File: config.mk
export PLATFORM = sky130hd
export DESIGN_NAME = up_count_sequencer
export DESIGN_NICKNAME = d
export VERILOG_FILES = /design/src/rtl/counter_pkg.sv /design/src/rtl/up_count_sequencer_tick_div.sv /design/src/rtl/up_count_sequencer.sv
export SDC_FILE = /design/constraint.sdc
export NUM_CORES = 1
export LEC_CHECK = 0
export BUFFER_PORTS_ARGS = -buffer_cell sky130_fd_sc_hd__buf_2
export CAP_MARGIN = 30
export CORE_UTILIZATION = 48
export DETAILED_ROUTE_END_ITERATION = 8
export PLACE_DENSITY = 0.76
export SLEW_MARGIN = 20
export SYNTH_ARGS = -nofsm -noshare
export SYNTH_HDL_FRONTEND = slang
export SYNTH_HIERARCHICAL = 1
export SYNTH_SLANG_ARGS = --single-unit
File: constraint.sdc
create_clock -name clk -period 2.6 [get_ports clk]
set_input_delay 0.52 -clock clk [delete_from_list [all_inputs] [get_ports clk]]
set_output_delay 0.52 -clock clk [all_outputs]
set_load 0.05 [all_outputs]
File: src/rtl/counter_pkg.sv
// Shared definitions for the lab counter family: FSM state encoding and default width.
// Input priority on every edge is clr > load > FSM/count; rst overrides everything asynchronously.
package counter_pkg;

    typedef enum logic [1:0] {
        ST_IDLE = 2'b00,
        ST_RUN  = 2'b01,
        ST_DONE = 2'b10
    } state_e;

    localparam int DEFAULT_WIDTH = 4;

endpackage

File: src/rtl/up_count_sequencer_tick_div.sv
// Enable prescaler: step_tick is high on every PRESCALE-th enabled cycle.
// sync_clr forces the phase back to zero so every run starts with a full period.
module tick_div #(
    parameter int PRESCALE = 1
) (
    input  logic clk,
    input  logic rst,
    input  logic en,
    input  logic sync_clr,
    output logic step_tick
);

    localparam int CW = (PRESCALE > 1) ? $clog2(PRESCALE) : 1;
    localparam logic [CW-1:0] TERM = CW'(PRESCALE - 1);

    logic [CW-1:0] cnt_q;
    logic          at_term;

    // With PRESCALE=1 the phase never leaves zero, so every enabled cycle is a step.
    assign at_term   = (cnt_q == TERM);
    assign step_tick = en & ~sync_clr & at_term;

    always_ff @(posedge clk or negedge rst) begin
        if (!rst) begin
            cnt_q <= '0;
        end else if (sync_clr) begin
            cnt_q <= '0;
        end else if (en) begin
            cnt_q <= at_term ? '0 : cnt_q + 1'b1;
        end
    end

endmodule

File: src/rtl/up_count_sequencer.sv
// Programmable up counter with wrap or one-shot stop at a limit, prescaled stepping,
// parallel load, synchronous clear, terminal-count pulse and sticky overflow.
module up_count_sequencer
    import counter_pkg::*;
#(
    parameter int WIDTH    = DEFAULT_WIDTH,
    parameter int PRESCALE = 1
) (
    input  logic             clk,
    input  logic             rst,
    input  logic             en,
    input  logic             clr,
    input  logic             load,
    input  logic [WIDTH-1:0] load_val,
    input  logic [WIDTH-1:0] limit,
    input  logic             one_shot,
    output logic [WIDTH-1:0] qOut,
    output logic             tc,
    output logic             done,
    output logic             ovf
);

    state_e           state_q;
    logic [WIDTH-1:0] count_q;
    logic             tc_q;
    logic             done_q;
    logic             ovf_q;

    logic             step_tick;
    logic             sync_clr;
    logic [WIDTH-1:0] count_inc;
    logic             at_limit;
    logic             next_is_limit;
    logic             at_max;

    // The prescaler only runs while the FSM is in RUN and nothing overrides the count.
    assign sync_clr = clr | load | (state_q != ST_RUN);

    tick_div #(
        .PRESCALE (PRESCALE)
    ) u_tick_div (
        .clk       (clk),
        .rst       (rst),
        .en        (en),
        .sync_clr  (sync_clr),
        .step_tick (step_tick)
    );

    assign count_inc     = count_q + 1'b1;
    assign at_limit      = (count_q == limit);
    assign next_is_limit = (count_inc == limit);
    assign at_max        = &count_q;

    always_ff @(posedge clk or negedge rst) begin
        if (!rst) begin
            state_q <= ST_IDLE;
            count_q <= '0;
            tc_q    <= 1'b0;
            done_q  <= 1'b0;
            ovf_q   <= 1'b0;
        end else begin
            // NOTE: non-blocking assignments throughout, so the default below is simply
            // overridden by a later assignment in the same edge rather than racing it.
            tc_q <= 1'b0;
            if (clr) begin
                state_q <= ST_IDLE;
                count_q <= '0;
                done_q  <= 1'b0;
                ovf_q   <= 1'b0;
            end else if (load) begin
                state_q <= ST_IDLE;
                count_q <= load_val;
                done_q  <= 1'b0;
            end else begin
                case (state_q)
                    ST_IDLE: begin
                        if (en) state_q <= ST_RUN;
                    end
                    ST_RUN: begin
                        if (!en) begin
                            state_q <= ST_IDLE;
                        end else if (step_tick) begin
                            if (one_shot && (at_limit || next_is_limit)) begin
                                count_q <= limit;
                                tc_q    <= 1'b1;
                                done_q  <= 1'b1;
                                state_q <= ST_DONE;
                            end else if (!one_shot && at_limit) begin
                                // A wrap at the all-ones limit is also a natural rollover.
                                count_q <= '0;
                                tc_q    <= 1'b1;
                                if (at_max) ovf_q <= 1'b1;
                            end else begin
                                count_q <= count_inc;
                                if (at_max) ovf_q <= 1'b1;
                            end
                        end
                    end
                    ST_DONE: ;
                    default: state_q <= ST_IDLE;
                endcase
            end
        end
    end

    assign qOut = count_q;
    assign tc   = tc_q;
    assign done = done_q;
    assign ovf  = ovf_q;

endmodule

### Word-level counts from Yosys, hierarchy flattened

Index checks and enable logic that the tools add are counted.

* bits in registers: 10
* bits in latches: 0
* RAM bits: 0
* ROM bits: 0
* input port bits: 14
* memories: 0

* add/subtract/negate cells: 2
* $mul: 0
* div/mod/pow operators: 0
* order comparisons: 0
* eq/ne operators: 11
* shifts and indexed selects: 0
* multiplexer cells: 37
* bitwise gates (word level): 6
* reduce and logical (&&, ||, !) cells: 19

Operators by type and width (count)
* $mux 4: 7
* $mux 1: 23
* $mux 2: 6
* $reduce_and 4->1: 3
* $reduce_bool 3->1: 4
* $ne 5x5->1 const B: 2
* $reduce_bool 2->1: 5
* $eq 4x4->1: 2
* $pmux 2 s3: 1
* $reduce_and 6->1: 1
* $add 4x1->4 const B: 1
* $ne 2x2->1 const B: 2
* $ne 4x4->1 const B: 1
* $ne 3x3->1 const B: 1
* $reduce_and 3->1: 1
* $and 1x1->1: 2
* $eq 2x1->1 const B: 1
* $eq 2x2->1 const B: 1
* $logic_and 1x1->1: 2
* $logic_not 2->1: 1
* $ne 2x1->1 const B: 1
* $not 1->1: 2
* $or 1x1->1: 2
* $add 1x1->1 const B: 1
* 2 further kinds: 2

### Longest topological paths before layout

* word-level depth: 10
* gate-level depth with buffers: 9
* depth with buffers taken out: 8

### Cells and area by module

The synthesis kept the hierarchy.

Modules (own cells, without submodules)
* up_count_sequencer: instances 1, cells an instance 70, area each 626.9 um2, sequential area each 225.2 um2
* tick_div: instances 1, cells an instance 1, area each 13.8 um2, sequential area each 0.0 um2

### Worst setup path before layout

Ideal clock, no wire load.

* path type: input port to flip-flop
* start: in load
* end: reg count_q[0] (netlist: qOut[0])
* library setup time: 0.078 ns
* arrival: 2.219 ns
* required time: 2.522 ns
* path slack: 0.303 ns
* cell stages on the path: 9
* path through: clkbuf_1 -> nor3_1 -> nand2_1 -> nor2b_4 -> and4b_1 -> nand2_1 -> or3_2 -> o22ai_1 -> o21bai_1

* word-level cells in the longest chain between the ends: 7
* elaborated cells on any way between the ends: 11

RTL lines
* from (decl): line up_count_sequencer.sv:13 `input logic load,`
* $or 1x1->1 (2 in a row): line up_count_sequencer.sv:37 `assign sync_clr = clr | load | (state_q != ST_RUN);`
* net sync_clr: line up_count_sequencer.sv:30 `logic sync_clr;`
* $not 1->1: line up_count_sequencer_tick_div.sv:21 `assign step_tick = en & ~sync_clr & at_term;`
* $and 1x1->1 (2 in a row): line up_count_sequencer_tick_div.sv:21
* net step_tick: line up_count_sequencer.sv:29 `logic step_tick;`
* $reduce_bool 3->1 (no source line)
* $reduce_and 3->1 (no source line)
* to (signal assigned): line up_count_sequencer.sv:72 `count_q <= load_val;`
* to (signal assigned): line up_count_sequencer.sv:84 `count_q <= limit;`
* to (signal assigned): line up_count_sequencer.sv:94 `count_q <= count_inc;`
* to (decl): line up_count_sequencer.sv:24 `logic [WIDTH-1:0] count_q;`

The timed path passes the listed nets, and every way through them passes these cells.
A chain may end at the register's enable or synchronous reset.

### Final worst setup path

* start: in clr
* end: reg count_q[0] (netlist: qOut[0])

* word-level cells in the longest chain between the ends: 7
* elaborated cells on any way between the ends: 10

RTL lines
* from (decl): line up_count_sequencer.sv:12 `input logic clr,`
* $or 1x1->1 (2 in a row): line up_count_sequencer.sv:37
* net sync_clr: line up_count_sequencer.sv:30
* $not 1->1: line up_count_sequencer_tick_div.sv:21
* $and 1x1->1 (2 in a row): line up_count_sequencer_tick_div.sv:21
* net step_tick: line up_count_sequencer.sv:29
* $reduce_bool 3->1 (no source line)
* $reduce_and 3->1 (no source line)

The timed path passes the listed nets, and every way through them passes these cells.

==> flow_summary.json <==
{
  "status": "finished, final reports clean",
  "crit_slowest_cell": "or3_2",
  "root_buffer": "clkbuf_4",
  "synth-main-ff-cell": "dfrtp_1",
  "hpwl_mm": 1.24,
  "cp_num_buf_inv": 1,
  "grt_max_degree": 12,
  "skew_ns": 0.00632,
  "clk_pin_slew_worst_paths_ns": 0.06,
  "synth_seq_cells": 9,
  "crit_type": "in2reg",
  "seq_power_share": 0.439,
  "cts_made_buffers": 3,
  "syn_area_per_cell_um2": 9.02,
  "path_cells": "buf_2 > nor3_1 > nand2_1 > nor2b_4 > and4b_1 > nand2_1 > or3_2 > o22ai_1 > o21bai_1",
  "cts-resized-gates": 0,
  "final_cell_area_um2": 800,
  "max_stage_delay_ns": 0.47,
  "finalHoldViolations": 0,
  "finish.net_count": 112,
  "io_pins": 21,
  "route.vias.total": 658,
  "io_buffer_count": 20,
  "antenna_found_initial": 0,
  "dr.pass1.iters": 4,
  "synthCells": 71,
  "die_h_um": 38.5,
  "worstPathArrival_ns": 2.22,
  "routed_wirelength_mm": 1.60,
  "power_frac_clock": 0.311,
  "p_sw_uw": 112,
  "async_flop_share": 1.00,
  "ctsHoldBuffers": 0,
  "grt_pass1_vias": 628,
  "synth_cell_types": 33,
  "rsz0062_at_grt": "no",
  "max_freq_mhz": 492,
  "fin_hold_ws_ns": 0.0989,
  "coreArea_um2": 1170,
  "placed_area_um2": 773,
  "cts_tree": "built",
  "wl_per_cell_um": 14.6,
  "leakage_uw": 0.000361,
  "cp_max_fo": 9,
  "yosys_warnings": 6,
  "power.internal_uw": 238,
  "clk_latency_ns": 0.26,
  "area_growth_pct": 24.8,
  "synth_commonest_cells": "9 x dfrtp_1, 6 x nand2_1, 5 x o21ai_0",
  "p_comb_frac": 0.249,
  "drc": 0,
  "detail-route-antenna-nets": 0,
  "post_drt_via_cell_ratio": 5.98,
  "start_util": 0.547,
  "synth-edff-count": 0,
  "period_needed_ns": 2.03,
  "relSlewSlack": 0.736,
  "post-cts-setup-buffers": 0,
  "dp_slack_ns": 0.323,
  "critPathLaunchType": "input pin",
  "yosysMostFrequentCell": "dfrtp_1",
  "drtIter0Drc": 16,
  "synth_top_cell_by_area": "dfrtp_1",
  "track_usage": 0.264,
  "hold_path.class": "in2async",
  "grt_pass1_wl_mm": 2.62,
  "grt_overflow": 0,
  "end_kind": "flop",
  "finalCritPeriodShare": 0.782,
  "die_area_um2": 1480,
  "syn_nets": 86,
  "ir_worst_vdd_mv": 0.360,
  "diodes": 0,
  "path_delay_family": "simple AND/OR/NAND/NOR gates",
  "place_congestion": 0.835,
  "p_sw_frac": 0.319,
  "clk_path_buf_depth": 2,
  "synth_seq_area_share": 0.352,
  "critPathMostFrequentCell": "nand2_1",
  "cap_violations": 0,
  "worst_slew_pin_slew_ns": 0.395,
  "synth.area.top_cells": "dfrtp_1 35%, xor2_1 5.5%, o21ai_0 3.9%, nand2_1 3.5%, nand3b_1 3.5%",
  "std_cell_rows": 12,
  "finalWorstSetupSlack_ns": 0.566,
  "worstPathRequired_ns": 2.79,
  "timing.final.setup_violations": 0,
  "drv_slew": 0,
  "final.setup.tns_ns": 0,
  "drive_gt1_frac": 0.344,
  "htreeDepth": 1,
  "synth.top_cell.area_share": 0.352,
  "cts_sinks": 9,
  "die_w_um": 38.5,
  "power_density_nw_per_um2": 437,
  "syn_area_um2": 641
}
cell families (layout without fill, tap and decap cells):
family,after synthesis,count (layout),share of synthesized area
buffers and inverters,5,30,0.0293
and+or+nand+nor,31,31,0.314
AOI/OAI and AO/OA,18,18,0.178
adders and majority gates,1,1,0.0195
DFF,9,9,0.352
xor gates and xnor gates,7,7,0.107
placed cells by master (no fill, tap or decap), drive strengths merged, types with 2 or more instances in the layout:
cell type / synthesis / final
clkbuf: 2 / 4
xnor2: 2 / 2
o21ai: 5 / 5
o22ai: 2 / 2
nor3: 3 / 3
a221oi: 2 / 2
nand3b: 3 / 3
nor4: 3 / 3
a31oi: 2 / 2
dfrtp: 9 / 9
nand3: 2 / 2
buf: 0 / 23
nor2: 4 / 4
nand2: 6 / 6
inv: 3 / 3
a21oi: 4 / 4
xor2: 5 / 5
metal layers:
layer  vias to the layer above  track usage  wire [um]
met3                         2        0.105         88
met4                         0        0.103          8
li1                        315            -          -
met2                        24        0.442        796
met5                         -            0          0
met1                       317        0.295        709
power groups by stage:
stage	Combinational, uW	Clock [uW]	Sequential [uW]
final	87.1	109	153
after global routing	95.5	115	154
after CTS	86.9	110	153
after detailed placement	86.6	0	156
after floorplan	41.5	0	170
after global placement	85.2	0	156
worst register-to-register path, delay by kind of cell (launching register included):
family | cells | cell delay (ns)
AOI/OAI and AO/OA | 1 | 0.29
adders and majority gates | 1 | 0.35
and+or+nand+nor | 3 | 0.64
xor gates and xnor gates | 1 | 0.16
DFF | 1 | 0.45
registers in the layout, indices dropped and copies added (netlist names):
signal and cells:
state_q 2, qOut 4, tc 1, ovf 1, done 1
stage by stage:
step                      std cells  utilization  total power [uW]
after floorplan                  71            -               211
after global placement          106        0.660               241
after detailed placement        106        0.660               242
after CTS                       110        0.683               350
after global routing            110        0.683               365
final                           110        0.683               349
final cells by class:
class / count / area (um2)
Tap cell: 14 / 17.5
Fill cell: 113 / 372
Sequential cell: 9 / 225
Multi-Input combinational cell: 57 / 397
Inverter: 3 / 11.3
Clock buffer: 4 / 26.3
Timing Repair Buffer: 23 / 123
worst paths after layout:
kind / startpoint / endpoint / slack [ns] / cells past startpoint
setup / recovery: clr / qOut[0] / 0.57 / 9
hold / removal: rst / qOut[3] / 0.1 / 1
setup reg to reg: qOut[0] / qOut[3] / 0.60 / 6
hold reg to reg: state_q[0] / state_q[0] / 0.52 / 1
max in group asynchronous: rst / state_q[1] / 2.31 / 1
min in group clk: en / state_q[0] / 0.50 / 3
(Power assumes the default switching activity.)
